## config.mk

```make
export PLATFORM = sky130hd
export DESIGN_NAME = vga_timing_gen
export DESIGN_NICKNAME = d
export VERILOG_FILES = /design/src/rtl/vga_timing_gen.sv
export SDC_FILE = /design/constraint.sdc
export NUM_CORES = 1
export LEC_CHECK = 0
export ABC_AREA = 0
export CORE_MARGIN = 2
export CORE_UTILIZATION = 44
export DETAILED_ROUTE_END_ITERATION = 10
export GPL_ROUTABILITY_DRIVEN = 0
export PLACE_DENSITY = 0.87
export SKIP_LAST_GASP = 1
export SLEW_MARGIN = 25
export SYNTH_ARGS = -nofsm -noshare
export SYNTH_HDL_FRONTEND = slang
export SYNTH_SLANG_ARGS = --single-unit
```

## constraint.sdc

```tcl
create_clock -name clk -period 3 [get_ports clk]
set_clock_uncertainty 0.2 [all_clocks]
set_input_delay 0.6 -clock clk [delete_from_list [all_inputs] [get_ports clk]]
set_output_delay 0.6 -clock clk [all_outputs]
set_load 0.02 [all_outputs]
```

## src/rtl/vga_timing_gen.sv

```systemverilog
// rtl/vga_timing_gen.sv - parametrised VGA timing generator with latency-matched sync/blank/RGB outputs
module vga_timing_gen #(
  parameter int   H_ACTIVE = 640,
  parameter int   H_FP     = 16,
  parameter int   H_SYNC   = 96,
  parameter int   H_BP     = 48,
  parameter int   V_ACTIVE = 480,
  parameter int   V_FP     = 10,
  parameter int   V_SYNC   = 2,
  parameter int   V_BP     = 33,
  parameter int   CLK_DIV  = 2,
  parameter logic HS_POL   = 1'b0,
  parameter logic VS_POL   = 1'b0,
  parameter int   PIPE_DLY = 2,
  parameter int   CNT_W    = 10
) (
  input  logic             clk,
  input  logic             reset,
  input  logic [23:0]      rgb_in,
  output logic [CNT_W-1:0] x,
  output logic [CNT_W-1:0] y,
  output logic             active,
  output logic             pix_tick,
  output logic             line_start,
  output logic             frame_start,
  output logic             VGA_CLK,
  output logic             VGA_HS,
  output logic             VGA_VS,
  output logic             VGA_BLANK_N,
  output logic             VGA_SYNC_N,
  output logic [7:0]       VGA_R,
  output logic [7:0]       VGA_G,
  output logic [7:0]       VGA_B
);

  localparam int H_TOTAL = H_ACTIVE + H_FP + H_SYNC + H_BP;
  localparam int V_TOTAL = V_ACTIVE + V_FP + V_SYNC + V_BP;
  localparam int DIV_W   = $clog2(CLK_DIV);

  localparam logic [DIV_W-1:0] DIV_LAST = DIV_W'(CLK_DIV - 1);
  localparam logic [DIV_W-1:0] DIV_HALF = DIV_W'(CLK_DIV / 2);

  localparam logic [CNT_W-1:0] H_LAST  = CNT_W'(H_TOTAL - 1);
  localparam logic [CNT_W-1:0] V_LAST  = CNT_W'(V_TOTAL - 1);
  localparam logic [CNT_W-1:0] H_ACT   = CNT_W'(H_ACTIVE);
  localparam logic [CNT_W-1:0] V_ACT   = CNT_W'(V_ACTIVE);
  localparam logic [CNT_W-1:0] HS_BEG  = CNT_W'(H_ACTIVE + H_FP);
  localparam logic [CNT_W-1:0] HS_LAST = CNT_W'(H_ACTIVE + H_FP + H_SYNC - 1);
  localparam logic [CNT_W-1:0] VS_BEG  = CNT_W'(V_ACTIVE + V_FP);
  localparam logic [CNT_W-1:0] VS_LAST = CNT_W'(V_ACTIVE + V_FP + V_SYNC - 1);

  // {hs, vs, active} with both syncs deasserted and the beam blanked
  localparam logic [2:0] IDLE_BITS = {~HS_POL, ~VS_POL, 1'b0};

  logic [DIV_W-1:0] div;
  logic [CNT_W-1:0] hcnt;
  logic [CNT_W-1:0] vcnt;
  logic             hs0;
  logic             vs0;
  logic [2:0]       stage0;
  logic [2:0]       dly_out;

  // Reset gates the tick so nothing downstream moves while reset is held
  assign pix_tick    = (div == DIV_LAST) && !reset;
  // Rising edge lands mid-pixel so the DAC latches settled data
  assign VGA_CLK     = (div >= DIV_HALF);
  assign VGA_SYNC_N  = 1'b0;

  assign x           = hcnt;
  assign y           = vcnt;
  assign active      = (hcnt < H_ACT) && (vcnt < V_ACT);
  assign hs0         = ((hcnt >= HS_BEG) && (hcnt <= HS_LAST)) ? HS_POL : ~HS_POL;
  assign vs0         = ((vcnt >= VS_BEG) && (vcnt <= VS_LAST)) ? VS_POL : ~VS_POL;
  assign line_start  = pix_tick && (hcnt == '0);
  assign frame_start = line_start && (vcnt == '0);
  assign stage0      = {hs0, vs0, active};

  // Pixel clock divider: counts 0..CLK_DIV-1 and wraps
  always_ff @(posedge clk) begin
    if (reset) begin
      div <= '0;
    end else if (div == DIV_LAST) begin
      div <= '0;
    end else begin
      div <= div + 1'b1;
    end
  end

  // Beam position counters, advancing once per pixel
  always_ff @(posedge clk) begin
    if (reset) begin
      hcnt <= '0;
      vcnt <= '0;
    end else if (pix_tick) begin
      if (hcnt == H_LAST) begin
        hcnt <= '0;
        if (vcnt == V_LAST) begin
          vcnt <= '0;
        end else begin
          vcnt <= vcnt + 1'b1;
        end
      end else begin
        hcnt <= hcnt + 1'b1;
      end
    end
  end

  generate
    if (PIPE_DLY == 0) begin : g_direct
      assign dly_out = stage0;
    end else begin : g_pipe
      logic [2:0] pipe [PIPE_DLY];

      // Sync/blank delay line matching the renderer's RGB latency
      always_ff @(posedge clk) begin
        if (reset) begin
          for (int i = 0; i < PIPE_DLY; i++) begin
            pipe[i] <= IDLE_BITS;
          end
        end else if (pix_tick) begin
          pipe[0] <= stage0;
          for (int i = 1; i < PIPE_DLY; i++) begin
            pipe[i] <= pipe[i-1];
          end
        end
      end

      assign dly_out = pipe[PIPE_DLY-1];
    end
  endgenerate

  // Pin register: syncs, blank and RGB change together once per pixel
  always_ff @(posedge clk) begin
    if (reset) begin
      VGA_HS      <= ~HS_POL;
      VGA_VS      <= ~VS_POL;
      VGA_BLANK_N <= 1'b0;
      VGA_R       <= 8'h00;
      VGA_G       <= 8'h00;
      VGA_B       <= 8'h00;
    end else if (pix_tick) begin
      VGA_HS      <= dly_out[2];
      VGA_VS      <= dly_out[1];
      VGA_BLANK_N <= dly_out[0];
      if (dly_out[0]) begin
        {VGA_R, VGA_G, VGA_B} <= rgb_in;
      end else begin
        {VGA_R, VGA_G, VGA_B} <= 24'h000000;
      end
    end
  end

endmodule

```

## After elaboration in Yosys (flattened, before gate mapping)

Memory sizes are Yosys's and may differ from the RTL's.
Index checks and enable logic that the tools add are counted.

| storage, ports and cells | value |
|---|---|
| flip-flop bits (word level) | 48 |
| memory bits (writable) | 6 |
| bits of input ports | 26 |
| output and inout bits | 53 |
| logic and storage cells | 49 |
| memories kept | 1 |

| operators by class | value |
|---|---|
| add/sub/neg operators | 3 |
| $lt $le $gt $ge | 7 |
| eq/ne operators | 2 |
| multiplexer cells | 14 |
| bitwise gates (word level) | 2 |
| reduce and logical (&&, ||, !) cells | 11 |

Memories:

| name | words | bits a word | rd ports | clocked after memory_dff | wr ports | line | source |
|---|---|---|---|---|---|---|---|
| g_pipe.pipe | 2 | 3 | 2 | 0 | 2 | 112 | `logic [2:0] pipe [PIPE_DLY];` |

Operators with widths:

| operator | number |
|---|---|
| $mux W8 | 3 |
| $add A10 B1 Y10 const B | 2 |
| $eq A10 B10 Y1 const B | 2 |
| $logic_not A10 Y1 | 2 |
| $mux W10 | 2 |
| $ge A10 B10 Y1 const B | 1 |
| $ge A10 B9 Y1 const B | 1 |
| $le A10 B10 Y1 const B | 1 |
| $le A10 B9 Y1 const B | 1 |
| $lt A10 B10 Y1 const B | 1 |
| $lt A10 B9 Y1 const B | 1 |
| $mux W1 | 7 |
| $logic_and A1 B1 Y1 | 6 |
| $mux W3 | 2 |
| $or A1 B1 Y1 | 2 |
| $reduce_and A2 Y1 | 1 |
| $reduce_or A2 Y1 | 1 |
| $add A1 B1 Y1 const B | 1 |
| $ge A1 B1 Y1 const B | 1 |
| $logic_not A1 Y1 | 1 |

## Logic depth before layout (Yosys ltp)

| depth | value |
|---|---|
| word-level depth | 6 |
| depth in mapped cells | 8 |
| depth with buffers taken out | 6 |

## Least setup slack after synthesis

No wires, ideal clock.

| timing path | value |
|---|---|
| path kind | input-to-output |
| start | in reset |
| end | out frame_start |
| data arrival time | 1.892 ns |
| required time | 2.200 ns |
| path slack | 0.308 ns |
| stages on the path | 5 |
| buffers on the path | 1 |
| cell sequence | buf_2 -> inv_1 -> nand2_1 -> nor3_1 -> and4_1 |

| between the ends | value |
|---|---|
| word-level cells in the longest chain between the ends | 4 |

Ends and longest elaborated chain:

| item | line | source |
|---|---|---|
| from (decl) | 18 | `input logic reset,` |
| $logic_not A1 Y1 | 64 | `assign pix_tick = (div == DIV_LAST) && !reset;` |
| $logic_and A1 B1 Y1 | 64 |  |
| $logic_and A1 B1 Y1 | 74 | `assign line_start = pix_tick && (hcnt == '0);` |
| via line_start | 24 | `output logic line_start,` |
| $logic_and A1 B1 Y1 | 75 | `assign frame_start = line_start && (vcnt == '0);` |
| to (decl) | 25 | `output logic frame_start,` |

The timed path passes the listed nets, and every way through them passes these cells.

## Worst setup path after layout

| timing path | value |
|---|---|
| start | reg hcnt[0], in the netlist x[0] |
| end | out frame_start |

| between the ends | value |
|---|---|
| word-level cells in the longest chain between the ends | 3 |

Ends and longest elaborated chain:

| item | line | source |
|---|---|---|
| from (decl) | 56 | `logic [CNT_W-1:0] hcnt;` |
| from (signal assigned) | 103 | `hcnt <= hcnt + 1'b1;` |
| $logic_not A10 Y1 | 74 |  |
| $logic_and A1 B1 Y1 | 74 |  |
| $logic_and A1 B1 Y1 | 75 |  |

Every way passes these cells.

==> flow_summary.json <==
{
  "status": "finished, final reports clean",
  "avgRoutedWirePerCell_um": 15.3,
  "final_max_slew_viol_count": 0,
  "syn_area_mm2": 0.00220,
  "grt_pass1_wl_um": 9120,
  "hp-class": "reg2reg",
  "ys_types": 38,
  "max_slew.worst_pin.slew_ps": 899,
  "initial_utilization": 0.460,
  "ios": 79,
  "grtUsageTotal": 0.212,
  "fp.dieW_um": 74.8,
  "first_global_vias": 1874,
  "grt_max_degree": 28,
  "drc_errors": 0,
  "cap_violations": 0,
  "crit_start": "x[0]$_SDFFE_PP0P_",
  "finalWorstSetupSlack_ps": 154,
  "fp-row-count": 25,
  "r2r_setup_slack_ps": 490,
  "num_antenna_cells": 0,
  "fin_crit_sh": 0.949,
  "reg2regPathDepth": 6,
  "htreeDepth": 2,
  "synthTopCellsByArea": "dfxtp_1 44%, a22o_1 9.5%, edfxtp_1 8.2%, a21oi_1 2.7%, ha_1 2.3%",
  "synthFlopType": "dfxtp_1",
  "clk_pin_slew_ps": 100,
  "synth_edf_count": 6,
  "final-hold-violation-count": 0,
  "port-buffer-count": 77,
  "vias": 2037,
  "cp.required_ps": 2200,
  "ys_top_cells_by_count": "48 x dfxtp_1, 24 x a22o_1, 12 x a21oi_1, 12 x nand2_1, 11 x inv_1",
  "critical_path_class": "reg2out",
  "antenna_found_initial": 0,
  "cts_buffers": 5,
  "yosys_register_bits": 54,
  "max_slew_margin": 0.401,
  "routed_wl_um": 5700,
  "timing.rr.start": "x[0]$_SDFFE_PP0P_",
  "dpl.cell_count": 364,
  "yosysMostFrequentCell": "dfxtp_1",
  "syn-num-nets": 253,
  "yosysTopAreaCellShare": 0.436,
  "tns_ps": 0,
  "min_period_ps": 2850,
  "final_cells": 372,
  "root_buffer": "clkbuf_8",
  "arrival_ps": 2050,
  "whs_ps": 264,
  "hold-path-cell-count": 1,
  "die_h_um": 74.8,
  "leakagePower_uw": 0.00114,
  "pwr_density_cell_mw_per_mm2": 413,
  "ir_worst_vdd_v": 0.000238,
  "ant_nets": 0,
  "setup_viol": 0,
  "fmax_ghz": 0.351,
  "grt-ovfl-total": 0,
  "async_reset_ff_frac": 0,
  "cts_tree": "done",
  "cts_setup_buffers": 0,
  "dpl_cell_area_mm2": 0.00308,
  "synth_area_leader_cell": "dfxtp_1",
  "ctsLongestPathBuffers": 2,
  "clock-sinks": 54,
  "drt_iter0_drc": 123,
  "cts.hold.buffers_added": 0,
  "start_kind": "flop",
  "syn-instance-count": 223,
  "drive_gt1_frac": 0.0721,
  "vias_per_cell": 5.48,
  "avgSynthCellArea_um2": 9.88,
  "seq_area_frac_synth": 0.518,
  "fillCellCount": 376,
  "holdCritStartpoint": "VGA_BLANK_N$_SDFFE_PP0P_",
  "worst-path-max-fanout": 6,
  "rsz0062_at_grt": "false",
  "clock_latency_ps": 300,
  "drt_first_pass_iters": 4,
  "whs_endpoint": "VGA_BLANK_N$_SDFFE_PP0P_",
  "die-area_mm2": 0.00559,
  "core_mm2": 0.00479,
  "cp-end-kind": "output pin",
  "nets": 334,
  "hpwl_um": 4150,
  "ys_warn_count": 0,
  "pre_cts_ws_ps": -124,
  "r2r_end": "y[5]$_SDFFE_PP0P_",
  "postLayoutCellArea_mm2": 0.00318,
  "synthToLayoutAreaGrowth_pct": 44.5
}
## layout make-up
type / instances / area, µm² / area share
inverter: 11 / 41.3 / 0.0130
timing repair buffer: 88 / 855 / 0.268
sequential: 54 / 1140 / 0.358
multi-input combinational: 144 / 965 / 0.303
clock inverter: 3 / 28.8 / 0.00904
tap: 67 / 83.8 / 0.0263
clock buffer: 5 / 68.8 / 0.0216
## registers in the layout, indices dropped and copies added, names as in the netlist
| name | cells |
|---|---|
| x | 10 |
| y | 10 |
| VGA_B | 8 |
| VGA_G | 8 |
| VGA_R | 8 |
| g_pipe.pipe | 6 |
| VGA_BLANK_N | 1 |
| VGA_HS | 1 |
| VGA_VS | 1 |
| div | 1 |
## power breakdown
| group | switching, µW | internal (µW) |
|---|---|---|
| sequential | 7.76 | 743 |
| combinational | 62.5 | 71.3 |
| clock | 256 | 175 |
## per-layer routing
layer,global-route usage,part of all wire,up-vias
met5,0,0,-
li1,-,-,985
met4,0.0595,0.0089,0
met1,0.276,0.42,989
met2,0.358,0.52,58
met3,0.0442,0.050,5
## worst max-delay path: stages, from the launching register on
cell	delay (ps)
dfxtp_1	380
inv_1	90
ha_1	150
nor4b_1	260
nand3_1	140
nor3_2	180
and4_1	200
dlygate4sd2_1	330
## stage by stage
| step | power, µW | utilization |
|---|---|---|
| 5_1_grt | 1370 | 0.665 |
| 2_1_floorplan | 823 | - |
| 4_1_cts | 1330 | 0.665 |
| 6_report | 1320 | 0.665 |
| 3_5_place_dp | 901 | 0.643 |
| 3_3_place_gp | 898 | 0.643 |
## how the worst max path moves through the flow
stage,end,cells after the start
after CTS,line_start,6
after detailed placement,frame_start,6
after floorplan,frame_start,5
after global placement,frame_start,6
final,frame_start,7
after global routing,frame_start,7
## cell usage in the layout, fill, tap and decap left out, types with 4 or more instances in the layout
master,n
clkdlybuf4s50_1,75
dfxtp_1,48
a22o_1,24
nand2_1,12
a21oi_1,12
inv_1,11
buf_4,11
nor3_1,9
nor2_1,8
nand4_1,8
o21ai_0,8
nand3_1,6
or3_1,6
edfxtp_1,6
nor4_1,5
xnor2_1,5
clkbuf_8,5
nand2b_1,4
ha_1,4
## cell families after synthesis
kind of cell,share of synthesized area
adder cells (fa/ha/maj),0.0227
multiplexers,0.00909
XOR/XNOR,0.0278
flip-flops,0.518
buffers and inverters,0.0466
AO/OA/AOI/OAI,0.174
AND/OR/NAND/NOR,0.200
other,0.00170
## timing repair
| action | in CTS | in global routing |
|---|---|---|
| endpoints found under the setup margin | 2 | 1 |
| cloned | 0 | 0 |
| hold endpoints to repair | 0 | 0 |
| gates resized for setup | 2 | 1 |
Power figures use the tool's default switching activity.
